--- src/rtl/inst_queue.sv ---
// inst_queue: circular instruction queue between IF and ID.
// Accepts up to two words per cycle from a fetch bundle and presents the
// two oldest entries to ID, which consumes 0..2 of them per cycle.
module inst_queue #(
    parameter int unsigned DEPTH = 8
) (
    input  logic                       clk,
    input  logic                       rst,
    input  logic                       flush,
    input  logic                       stall_id,
    input  logic                       in_valid,
    input  logic [31:0]                in_pc,
    input  logic [63:0]                in_inst,
    input  logic [1:0]                 in_mask,
    output logic                       in_ready,
    input  logic [1:0]                 pop_num,
    output logic                       out0_valid,
    output logic                       out1_valid,
    output logic [31:0]                out0_pc,
    output logic [31:0]                out1_pc,
    output logic [31:0]                out0_inst,
    output logic [31:0]                out1_inst,
    output logic [$clog2(DEPTH):0]     count
);

    localparam int unsigned AW = $clog2(DEPTH);
    localparam int unsigned CW = AW + 1;

    logic [31:0]   pc_mem   [DEPTH];
    logic [31:0]   inst_mem [DEPTH];
    logic [AW-1:0] head;
    logic [AW-1:0] tail;
    logic [AW-1:0] head_p1;
    logic [AW-1:0] tail_p1;
    logic          push;
    logic [1:0]    push_n;
    logic [1:0]    pop_clamp;
    logic [1:0]    pop_eff;

    // Push/pop amounts for this cycle; flush suppresses both.
    always_comb begin
        push      = in_valid && in_ready && !flush;
        push_n    = 2'd0;
        pop_clamp = (pop_num == 2'd3) ? 2'd2 : pop_num;
        pop_eff   = pop_clamp;
        head_p1   = head + AW'(1);
        tail_p1   = tail + AW'(1);
        if (push) begin
            push_n = {1'b0, in_mask[0]} + {1'b0, in_mask[1]};
        end
        if (stall_id || flush) begin
            pop_eff = 2'd0;
        end else if (CW'(pop_clamp) > count) begin
            pop_eff = count[1:0];
        end
    end

    // Entry storage: low word first, a lone high word lands at tail.
    always_ff @(posedge clk) begin
        if (push) begin
            case (in_mask)
                2'b11: begin
                    pc_mem[tail]      <= in_pc;
                    inst_mem[tail]    <= in_inst[31:0];
                    pc_mem[tail_p1]   <= in_pc + 32'd4;
                    inst_mem[tail_p1] <= in_inst[63:32];
                end
                2'b01: begin
                    pc_mem[tail]   <= in_pc;
                    inst_mem[tail] <= in_inst[31:0];
                end
                2'b10: begin
                    pc_mem[tail]   <= in_pc + 32'd4;
                    inst_mem[tail] <= in_inst[63:32];
                end
                default: ;
            endcase
        end
    end

    // Pointer and occupancy update; flush empties the queue.
    always_ff @(posedge clk or posedge rst) begin
        if (rst) begin
            head  <= '0;
            tail  <= '0;
            count <= '0;
        end else if (flush) begin
            head  <= '0;
            tail  <= '0;
            count <= '0;
        end else begin
            head  <= head + AW'(pop_eff);
            tail  <= tail + AW'(push_n);
            count <= count - CW'(pop_eff) + CW'(push_n);
        end
    end

    // Head-side outputs from registered state, zeroed when not valid.
    always_comb begin
        in_ready   = (count <= CW'(DEPTH - 2));
        out0_valid = (count != '0);
        out1_valid = (count >= CW'(2));
        out0_pc    = out0_valid ? pc_mem[head]      : 32'd0;
        out0_inst  = out0_valid ? inst_mem[head]    : 32'd0;
        out1_pc    = out1_valid ? pc_mem[head_p1]   : 32'd0;
        out1_inst  = out1_valid ? inst_mem[head_p1] : 32'd0;
    end

endmodule

--- config.mk ---
export PLATFORM = sky130hd
export DESIGN_NAME = inst_queue
export DESIGN_NICKNAME = d
export VERILOG_FILES = /design/src/rtl/inst_queue.sv
export SDC_FILE = /design/constraint.sdc
export NUM_CORES = 1
export LEC_CHECK = 0
export BUFFER_PORTS_ARGS = -buffer_cell sky130_fd_sc_hd__buf_2
export CORE_UTILIZATION = 50
export CTS_CLUSTER_DIAMETER = 200
export CTS_CLUSTER_SIZE = 24
export DETAILED_ROUTE_END_ITERATION = 10
export GPL_TIMING_DRIVEN = 0
export PLACE_DENSITY = 0.71
export SKIP_LAST_GASP = 1
export SLEW_MARGIN = 20
export SYNTH_ARGS = -nofsm -noshare
export SYNTH_HDL_FRONTEND = slang
export SYNTH_SLANG_ARGS = --single-unit
--- constraint.sdc ---
create_clock -name clk -period 4.66 [get_ports clk]
set_input_delay 0.466 -clock clk [delete_from_list [all_inputs] [get_ports clk]]
set_output_delay 0.466 -clock clk [all_outputs]
set_load 0.02 [all_outputs]
==> run_results.csv, run 1 <==
group,metric,value,unit
status,outcome,"completed",
cells_and_area,post-route-cell-area,0.0357,mm2
floorplanning,core,0.0631,mm2
clock_tree,cts-buffers-inserted,25,
worst_setup_path,path_cells,"ha_1 > buf_2 > clkbuf_1 > clkdlybuf4s15_2 > mux4_2 > nand2_1 > a21oi_1 > buf_2",
cells_and_area,num-fill-cells,5113,
logic_synthesis,synth_top_area_share,48.1,%
sta,fin_ws,0.0945,ns
worst_setup_path,reg2reg_from,"count[3]$_DFF_PP0_",
logic_synthesis,synth_area_per_cell,14.3,um2
logic_synthesis,synthFlopType,"edfxtp_1",
sta,clock.fmax,219,MHz
cells_and_area,multi_input_area,0.0153,mm2
clock_tree,clk_pin_slew,0.10,ns
clock_tree,cts-root-buf,"clkbuf_16",
global_route,grt_pass1_wl,148,mm
sta,fin_crit_sh,98.0,%
detailed_routing,wl_per_cell,30.3,um
logic_synthesis,synth_edf_count,512,
floorplanning,num_rows,92,
floorplanning,fp.dieW,255,um
sta,worstMarginPinSlew,1.16,ns
cells_and_area,drive_above_1_share,38.5,%
sta,whs,0.136,ns
logic_synthesis,ys_seq_area_share,48.9,%
logic_synthesis,synthSimpleGateAreaFrac,8.83,%
global_route,grt.overflow.total,0,
detailed_routing,drt_first_pass_iters,6,
global_route,grt_max_degree,26,
logic_synthesis,synth_nets,2360,
sta,slew_violations,0,
logic_synthesis,synth-compound-area-share,1.86,%
global_route,antenna_found_initial,6,
placed_design,dp_hpwl,72.4,mm
logic_synthesis,synth_top_family_by_area,"multiplexers",
logic_synthesis,ys_warn_count,0,
clock_tree,h-tree-depth,1,
power,power.density,342,mW/mm2
sta,fin_crit,4.57,ns
floorplanning,die-area,0.0650,mm2
cells_and_area,seqCellArea,0.0156,mm2
detailed_routing,vias_per_cell,6.68,
worst_setup_path,crit_required,4.19,ns
worst_setup_path,timing.rr.end,"count[3]$_DFF_PP0_",
placed_design,gp_congestion,0.919,
sta,slew_headroom,23.0,%
detailed_routing,drt_wl_total,103,mm
global_route,grt_usage,31.5,%
sta,hold_viol,0,
floorplanning,start_util,50.7,%
logic_synthesis,synth_xor_area_share,6.66,%
logic_synthesis,synth_cells,2234,
worst_hold_path,worstHoldPathCells,1,
worst_setup_path,crit_path_end_kind,"primary output",
clock_tree,cts.sinks,522,
logic_synthesis,syn_area,0.0320,mm2
worst_setup_path,critPathSlowestCell,"clkbuf_1",
worst_setup_path,arrival,4.10,ns
floorplanning,ios,240,
worst_hold_path,hold_end,"pc_mem[4][1]$_DFFE_PP_",
worst_setup_path,critPathMaxStageDelay,0.69,ns
logic_synthesis,synthMuxAreaShare,29.4,%
detailed_routing,dr_total_vias,22600,
detailed_routing,final_antenna_net_count,0,
power,peakVddDrop,0.291,mV
clock_tree,clk-insertion-delay-late,0.63,ns
logic_synthesis,synthAdderAreaFrac,0.916,%
worst_hold_path,hp-class,"in2reg",
logic_synthesis,yosys-top-cells-area,"edfxtp_1 (48%), mux4_2 (18%), mux2_2 (9.1%), xor2_1 (3.6%), xnor2_1 (3.0%)",
placed_design,dpl-instance-area,0.0350,mm2
detailed_routing,drc,0,
logic_synthesis,ys_ff_latch,522,
detailed_routing,drt_iter0_markers,2992,
clock_tree,cts_tree,"yes",
worst_setup_path,critical_path_class,"reg2out",
placed_design,port_buffers,228,
cells_and_area,syn_to_final_growth,11.8,%
placed_design,dp_slack,0.550,ns
clock_tree,clk_path_buf_depth,3,
power,p_leak,11.6,nW
sta,finalSetupViolCount,0,
sta,skew,0.0433,ns
logic_synthesis,synth_cell_type_count,55,
clock_tree,postCtsSetupBuffers,0,
sta,fin_setup_tns,0,ns
logic_synthesis,synth_largest_area_cell,"edfxtp_1",
flow_run,maxCapViolCount,0,
logic_synthesis,synthTopCellsByCount,"edfxtp_1 (512), mux2_2 (257), mux4_2 (256)",
worst_setup_path,cp_max_fo,10,
worst_setup_path,reg2reg_slack,0.54,ns
worst_setup_path,critPathLaunchType,"flip-flop",
worst_setup_path,cpMostUsedCell,"buf_2",
worst_hold_path,hold_start,"in_pc[1]",
sta,rsz0062_at_grt,"false",
logic_synthesis,yosysMostFrequentCell,"edfxtp_1",
worst_setup_path,rr_worst_depth,15,
global_route,grt_pass1_vias,22800,
cells_and_area,final_nets,2648,
logic_synthesis,async_reset_ff_share,1.92,%
cells_and_area,fin_util,56.6,%
floorplanning,die_h,255,um
[critical path, delay by kind of cell, from the launching register on]
kind / cells / cell delay [ns]
AO/OA/AOI/OAI: 1 / 0.43
AND/OR/NAND/NOR: 1 / 0.05
buffers and inverters: 4 / 1.91
flip-flops: 1 / 0.49
multiplexers: 1 / 0.28
adder cells (fa/ha/maj): 1 / 0.34
[worst max-delay path by stage]
stage | start | endpoint | slack, ns | cells past startpoint
floorplan | in_mask[0] | inst_mem[1][0]$_DFFE_PP_ | 0.72 | 8
global placement | in_mask[0] | inst_mem[1][25]$_DFFE_PP_ | -1.72 | 9
detailed placement | head[0]$_DFF_PP0_ | out1_pc[19] | 0.55 | 8
CTS | head[0]$_DFF_PP0_ | out1_inst[2] | 0.02 | 8
global route | head[1]$_DFF_PP0_ | out1_pc[19] | 0.07 | 8
finish | head[0]$_DFF_PP0_ | out1_pc[19] | 0.09 | 8
[sequential cells by signal, summed over array words and instances (netlist names)]
signal / flops
pc_mem: 256
inst_mem: 256
count: 4
tail: 3
head: 3
[cells in the final DEF, fill, tap and decap left out, drive strengths merged, types with 7 or more instances in the layout]
| cell | synthesis | layout |
|---|---|---|
| and3 | 9 | 9 |
| buf | 126 | 382 |
| mux4 | 256 | 256 |
| clkbuf | 94 | 130 |
| inv | 21 | 22 |
| mux2i | 65 | 65 |
| nor2 | 94 | 94 |
| xnor2 | 109 | 109 |
| nor2b | 7 | 7 |
| a21o | 9 | 9 |
| ha | 17 | 17 |
| nor4 | 63 | 63 |
| dfrtp | 10 | 10 |
| nand2 | 140 | 140 |
| nor3 | 63 | 63 |
| xor2 | 131 | 131 |
| nand3 | 47 | 47 |
| a21oi | 74 | 74 |
| mux2 | 265 | 265 |
| edfxtp | 512 | 512 |
| nand4 | 82 | 82 |
[layer usage]
layer	up-vias	GRT usage (%)	wire length, um	part of all wire, %
met5	-	0	41	0.040
met3	275	4.88	10400	10
met1	11500	41.4	37500	37
met4	6	12.7	4510	4.4
li1	9293	-	-	-
met2	1488	52.5	50200	49
[logic make-up after synthesis]
kind of cell / Yosys count
adders and majority gates: 21
and+or+nand+nor: 526
muxes: 586
AOI/OAI and AO/OA: 98
xor gates and xnor gates: 240
DFF: 522
buffers and inverters: 241
[per-stage QoR]
step,power [mW],std cells
after floorplan,8.11,2234
after global placement,9.70,3308
after detailed placement,9.80,3340
after CTS,12.2,3376
after global routing,12.6,3378
final,12.2,3382
[power by group]
part           internal, mW  total, mW  switching (mW)
registers              5.27       5.32          0.0501
logic                  1.51       4.41            2.90
clock network         0.996       2.51            1.51
total                  7.77       12.2            4.46
[area by class of cell]
| type | instances | area share, % |
|---|---|---|
| repair buffers | 261 | 5.34 |
| flip-flops and latches | 522 | 43.7 |
| clock inverters | 2 | 0.0490 |
| clock buffers | 33 | 1.83 |
| well taps | 846 | 2.96 |
| inverters | 21 | 0.221 |
| multi-input cells | 1471 | 42.9 |
| diodes | 6 | 0.0420 |
| plain buffers | 220 | 2.90 |
[timing repair]
action | in CTS | in global routing
pin swaps | 0 | 0
resized for setup | 2 | 4
endpoints found under the setup margin | 3 | 3
hold buffers | 1 | 0
endpoints found under the hold margin | 10 | 0
Power figures use the tool's default switching activity.
==> run 2, diff against run 1 <==
--- a/config.mk
+++ b/config.mk
@@ -6,12 +6,14 @@
 export NUM_CORES = 1
 export LEC_CHECK = 0
 export BUFFER_PORTS_ARGS = -buffer_cell sky130_fd_sc_hd__buf_2
-export CORE_UTILIZATION = 50
+export CELL_PAD_IN_SITES_DETAIL_PLACEMENT = 1
+export CELL_PAD_IN_SITES_GLOBAL_PLACEMENT = 2
+export CORE_UTILIZATION = 40
 export CTS_CLUSTER_DIAMETER = 200
 export CTS_CLUSTER_SIZE = 24
 export DETAILED_ROUTE_END_ITERATION = 10
 export GPL_TIMING_DRIVEN = 0
-export PLACE_DENSITY = 0.71
+export PLACE_DENSITY_LB_ADDON = 0.1
 export SKIP_LAST_GASP = 1
 export SLEW_MARGIN = 20
 export SYNTH_ARGS = -nofsm -noshare
==> run 2 against run 1 <==
  * Setup slack gained 0.065 ns
  * Clock-buffer cell count grew 11
  * Die area grew 25%
  * Combinational power grew 2%
  * Non-clock buffer count grew 2
  * Total power grew 2.0%
  * Clock skew shrank 0.029 ns
  * Critical endpoint is now out0_pc[22]
==> run_results.csv, run 2 (synthesis results as in run 1) <==
group,metric,value,unit
clock_tree,postCtsSetupBuffers,0,
global_route,grt_pass1_wl,167,mm
sta,clock.fmax,222,MHz
worst_setup_path,crit_buf_inv,4,
power,switchingPower,4.65,mW
worst_setup_path,critPathMaxStageDelay,0.91,ns
worst_setup_path,arrival,4.03,ns
detailed_routing,drt_wl_total,117,mm
floorplanning,ios,240,
power,intPower,7.82,mW
placed_design,port_buffers,228,
clock_tree,cts-buffers-inserted,25,
clock_tree,cts-root-buf,"clkbuf_16",
power,p_comb_share,36.1,%
worst_setup_path,crit_path_end_kind,"primary output",
sta,fin_crit,4.50,ns
clock_tree,clk_pin_slew,0.11,ns
floorplanning,num_rows,103,
cells_and_area,syn_to_final_growth,13.0,%
placed_design,dp_hpwl,83.3,mm
status,outcome,"completed",
sta,worstMarginPinSlew,1.14,ns
detailed_routing,drc,0,
clock_tree,cts.sinks,522,
clock_tree,clk_path_buf_depth,3,
cells_and_area,drive_above_1_share,38.3,%
detailed_routing,drt_first_pass_iters,5,
clock_tree,clk-insertion-delay-late,0.62,ns
worst_setup_path,critPathLaunchType,"flip-flop",
cells_and_area,num-fill-cells,8006,
floorplanning,die-area,0.0811,mm2
global_route,grt.overflow.total,0,
floorplanning,start_util,40.5,%
detailed_routing,vias_per_cell,6.13,
global_route,grt_usage,28.4,%
power,power_switching_share,37.3,%
worst_setup_path,critical-path-top-delay-family,"buffers and inverters",
floorplanning,die_h,285,um
detailed_routing,wl_per_cell,32.4,um
sta,slew_headroom,24.0,%
cells_and_area,final_nets,2650,
sta,finalSetupViolCount,0,
placed_design,gp_congestion,0.799,
placed_design,dp_slack,0.262,ns
worst_hold_path,hp-class,"in2reg",
sta,fin_ws,0.159,ns
sta,fin_crit_sh,96.6,%
sta,slew_violations,0,
floorplanning,fp.dieW,285,um
power,total_power,12.5,mW
power,p_clk_share,21.2,%
flow_run,maxCapViolCount,0,
power,peakVddDrop,0.277,mV
cells_and_area,layout_commonest_cell,"edfxtp_1",
worst_setup_path,critPathSlowestCell,"clkbuf_1",
power,power.density,346,mW/mm2
worst_setup_path,cp_max_fo,10,
worst_setup_path,path_cells,"clkbuf_1 > clkbuf_1 > clkbuf_1 > mux2i_1 > nor2_1 > buf_2",
global_route,grt_pass1_vias,23500,
global_route,grt_max_degree,26,
detailed_routing,final_antenna_net_count,0,
worst_setup_path,crit_required,4.19,ns
sta,skew,0.0147,ns
sta,hold_viol,0,
clock_tree,h-tree-depth,1,
power,p_leak,11.7,nW
global_route,antenna_found_initial,7,
floorplanning,core,0.0790,mm2
detailed_routing,dr_total_vias,22000,
cells_and_area,final_cell_mix,"edfxtp_1 (512), buf_2 (323), mux2_2 (257), mux4_2 (256), nand2_1 (140)",
power,pwr-share-seq,42.7,%
worst_setup_path,critical_path_class,"reg2out",
sta,rsz0062_at_grt,"false",
cells_and_area,top_regs,"inst_mem: 256 flops, pc_mem: 256 flops, count: 4 flops",
worst_setup_path,cpMostUsedCell,"clkbuf_1",
clock_tree,cts_tree,"yes",
detailed_routing,drt_iter0_markers,1796,
## run 2: changes by cell type in the layout (fill, tap and decap cells not counted), moves of 2 or more
cell,previous run,this run
buf_1,14,16
buf_16,18,21
clkbuf_2,5,2
diode_2,6,3
clkbuf_1,100,111
buf_12,11,13
## run 2: through the flow
stage                     hold slack, ns  instances  area, um2  utilization, %  setup TNS, ns
after floorplan                    0.306       2234      32000               -              0
final                              0.105       3596      36100            45.7              0
after global placement             0.478       3512      34400            43.6       -1074.62
after global routing               0.104       3595      36100            45.7              0
after CTS                         0.0868       3593      36100            45.7              0
after detailed placement           0.500       3547      35400            44.8              0
## run 2: layout make-up
type	count	area, um2	share of cell area [%]
sequential	522	15600	43.3
multi-input combinational	1471	15300	42.5
timing repair buffer	264	2000	5.55
tap	1050	1310	3.64
buffer	219	1030	2.85
clock buffer	44	697	1.93
inverter	21	78.8	0.218
clock inverter	2	17.5	0.0485
antenna	3	7.51	0.0208
## run 2: worst paths after layout
| kind | from | end | slack [ns] | cells after the start |
|---|---|---|---|---|
| min in group asynchronous | rst | tail[0]$_DFF_PP0_ | 0.37 | 3 |
| worst min register to register | tail[0]$_DFF_PP0_ | tail[0]$_DFF_PP0_ | 0.69 | 2 |
| worst min-delay path | flush | tail[0]$_DFF_PP0_ | 0.10 | 2 |
| worst max-delay path | head[2]$_DFF_PP0_ | out0_pc[22] | 0.16 | 6 |
| max in group asynchronous | rst | head[0]$_DFF_PP0_ | 3.98 | 3 |
| worst max register to register | count[3]$_DFF_PP0_ | count[3]$_DFF_PP0_ | 0.24 | 15 |
## run 2: power by group through the flow
stage          Combinational (mW)  Sequential, mW  Clock (mW)
2_1_floorplan                2.68            5.43           0
3_3_place_gp                 4.42            5.44           0
6_report                     4.51            5.32        2.64
3_5_place_dp                 4.54            5.43           0
5_1_grt                      4.75            5.33        2.80
4_1_cts                      4.54            5.32        2.68
## run 2: what timing repair did
action                                  4_1_cts  5_1_grt
gates resized for setup                       1        0
hold buffers                                  1        0
endpoints found under the setup margin       41        0
hold endpoints to repair                     10        0
## run 2: per-layer routing
| metal | wire length (um) | track usage (%) |
|---|---|---|
| met4 | 3480 | 7.89 |
| met3 | 5790 | 2.95 |
| met1 | 47800 | 37.4 |
| met2 | 59500 | 49.7 |
| met5 | 7 | 0 |
==> run 3, diff against run 2 <==
--- a/config.mk
+++ b/config.mk
@@ -8,7 +8,7 @@
 export BUFFER_PORTS_ARGS = -buffer_cell sky130_fd_sc_hd__buf_2
 export CELL_PAD_IN_SITES_DETAIL_PLACEMENT = 1
 export CELL_PAD_IN_SITES_GLOBAL_PLACEMENT = 2
-export CORE_UTILIZATION = 40
+export CORE_UTILIZATION = 44
 export CTS_CLUSTER_DIAMETER = 200
 export CTS_CLUSTER_SIZE = 24
 export DETAILED_ROUTE_END_ITERATION = 10
==> constraint.sdc (replaced) <==
create_clock -name clk -period 4.7 [get_ports clk]
set_input_delay 0.47 -clock clk [delete_from_list [all_inputs] [get_ports clk]]
set_output_delay 0.47 -clock clk [all_outputs]
set_load 0.02 [all_outputs]
==> run 3 against run 2 <==
  * Hold slack improved by 0.0070 ns
  * Global-route usage increased by 2.4 points
  * Total power decreased by 1.0%
  * Via count increased by 0.78%
  * Non-clock buffer count unchanged
  * Clock-buffer cell count unchanged
  * Register-to-register slack improved by 0.28 ns
  * Cell area decreased by 0.41%
  * Setup slack improved by 0.16 ns
  * Combinational power decreased by 0.9%
  * Sequential share of layout area increased by 0.18 points
  * Largest power group unchanged
==> run_results.csv, run 3 (synthesis results as in run 1) <==
group,metric,value,unit
power,intPower,7.75,mW
clock_tree,cts-buffers-inserted,25,
power,power_switching_share,37.2,%
detailed_routing,drt_iter0_markers,2250,
worst_setup_path,critPathCapture,"out1_pc[28]",
global_route,grt_pass1_vias,23700,
sta,fin_ws,0.319,ns
worst_setup_path,arrival,3.91,ns
power,p_leak,11.7,nW
sta,slew_headroom,21.5,%
power,p_clk_share,21.1,%
sta,fin_crit,4.38,ns
worst_hold_path,hp-class,"in2reg",
cells_and_area,fin_util,50.1,%
global_route,grt_max_degree,26,
floorplanning,num_rows,98,
power,power.density,343,mW/mm2
global_route,grt_pass1_wl,165,mm
worst_setup_path,reg2reg_slack,0.52,ns
power,peakVddDrop,0.268,mV
clock_tree,postCtsSetupBuffers,0,
power,total_power,12.3,mW
clock_tree,cts-root-buf,"clkbuf_16",
floorplanning,die-area,0.0737,mm2
worst_setup_path,critPathLaunchType,"flip-flop",
detailed_routing,dr_total_vias,22200,
cells_and_area,final_cell_mix,"edfxtp_1 (512), buf_2 (323), mux2_2 (257), mux4_2 (256), nand2_1 (140)",
cells_and_area,layout_commonest_cell,"edfxtp_1",
worst_setup_path,reg2reg_from,"count[3]$_DFF_PP0_",
placed_design,gp_congestion,0.835,
flow_run,maxCapViolCount,0,
detailed_routing,drc,0,
clock_tree,clk-insertion-delay-late,0.61,ns
clock_tree,clk_path_buf_depth,3,
sta,slew_violations,0,
detailed_routing,final_antenna_net_count,0,
worst_setup_path,rr_worst_depth,15,
cells_and_area,syn_to_final_growth,12.5,%
placed_design,dp_slack,0.561,ns
clock_tree,cts_tree,"yes",
detailed_routing,vias_per_cell,6.35,
detailed_routing,drt_wl_total,114,mm
sta,whs,0.112,ns
cells_and_area,final_nets,2650,
detailed_routing,drt_first_pass_iters,6,
clock_tree,clk_pin_slew,0.11,ns
sta,finalSetupViolCount,0,
floorplanning,fp.dieW,272,um
worst_setup_path,timing.rr.end,"count[3]$_DFF_PP0_",
worst_setup_path,startpoint,"count[2]$_DFF_PP0_",
floorplanning,core,0.0717,mm2
power,pwr-share-seq,42.7,%
clock_tree,h-tree-depth,1,
sta,hold_viol,0,
worst_setup_path,crit_required,4.23,ns
detailed_routing,wl_per_cell,32.6,um
power,p_comb_share,36.2,%
sta,fin_setup_tns,0,ns
sta,fin_crit_sh,93.2,%
global_route,grt_usage,30.8,%
floorplanning,ios,240,
floorplanning,start_util,44.6,%
sta,clock.fmax,228,MHz
power,switchingPower,4.60,mW
sta,worstMarginPinSlew,1.18,ns
floorplanning,die_h,272,um
clock_tree,cts.sinks,522,
worst_setup_path,crit_path_end_kind,"primary output",
worst_setup_path,critical_path_class,"reg2out",
sta,skew,0.0134,ns
cells_and_area,drive_above_1_share,38.4,%
worst_hold_path,worstHoldPathCells,2,
placed_design,dp_hpwl,81.4,mm
status,outcome,"completed",
global_route,antenna_found_initial,10,
placed_design,port_buffers,228,
sta,rsz0062_at_grt,"false",
cells_and_area,top_regs,"inst_mem: 256 flops, pc_mem: 256 flops, count: 4 flops",
worst_setup_path,cp_max_fo,10,
global_route,grt.overflow.total,0,
==> run 3: cell types whose count changed in the layout (fill, tap and decap cells not counted), sizes merged <==
cell | previous run | this run
diode | 3 | 6
inv | 22 | 21
==> run 3: routing by layer <==
metal  up-vias  global-route usage (%)  routed length, um  share of wire [%]
met4         2                    10.9               4070                3.6
met1     11700                    40.5              45600                 40
met5         -                       0                 14              0.012
li1       9306                       -                  -                  -
met3       204                    3.49               7410                6.5
met2       980                    52.9              57100                 50
==> run 3: power by group through the flow <==
stage / combinational [mW] / clock, mW / sequential, mW
after floorplan: 2.66 / 0 / 5.38
after global placement: 4.35 / 0 / 5.39
after detailed placement: 4.45 / 0 / 5.38
after CTS: 4.47 / 2.61 / 5.27
after global routing: 4.69 / 2.75 / 5.28
final: 4.47 / 2.60 / 5.27
==> run 3: stage by stage <==
stage,cell area (um2),std cells
after floorplan,32000,2234
after detailed placement,35200,3447
final,36000,3498
after global placement,34300,3412
after global routing,36000,3496
after CTS,35900,3493
==> run 3: worst max-delay path, stage by stage, from the launching register on <==
cell	delay, ns
dfrtp_1	0.41
inv_1	0.10
ha_1	0.24
o21ai_0	0.18
and2_1	0.25
clkbuf_1	0.71
clkbuf_1	0.80
a21oi_1	0.33
buf_2	0.27
==> run 3: worst min-delay path by stage <==
stage / slack [ns] / endpoint / startpoint
floorplan: 0.31 / count[0]$_DFF_PP0_ / rst
global placement: 0.54 / tail[0]$_DFF_PP0_ / rst
detailed placement: 0.55 / tail[0]$_DFF_PP0_ / rst
CTS: 0.10 / tail[0]$_DFF_PP0_ / flush
global route: 0.1 / tail[0]$_DFF_PP0_ / flush
finish: 0.11 / tail[0]$_DFF_PP0_ / flush
==> run 3: layout make-up <==
class / count / area, um2
Timing Repair Buffer: 264 / 1990
Inverter: 21 / 78.8
Fill cell: 7170 / 35800
Tap cell: 950 / 1190
Multi-Input combinational cell: 1471 / 15300
Antenna cell: 6 / 15.0
Clock inverter: 1 / 8.76
Clock buffer: 44 / 697
Sequential cell: 522 / 15600
Buffer: 219 / 1030
==> run 3: timing repair <==
action                     4_1_cts  5_1_grt
setup endpoints to repair       10        2
cloned                           0        0
hold buffers                     1        0
hold endpoints to repair        10        0
gates resized for setup          3        0
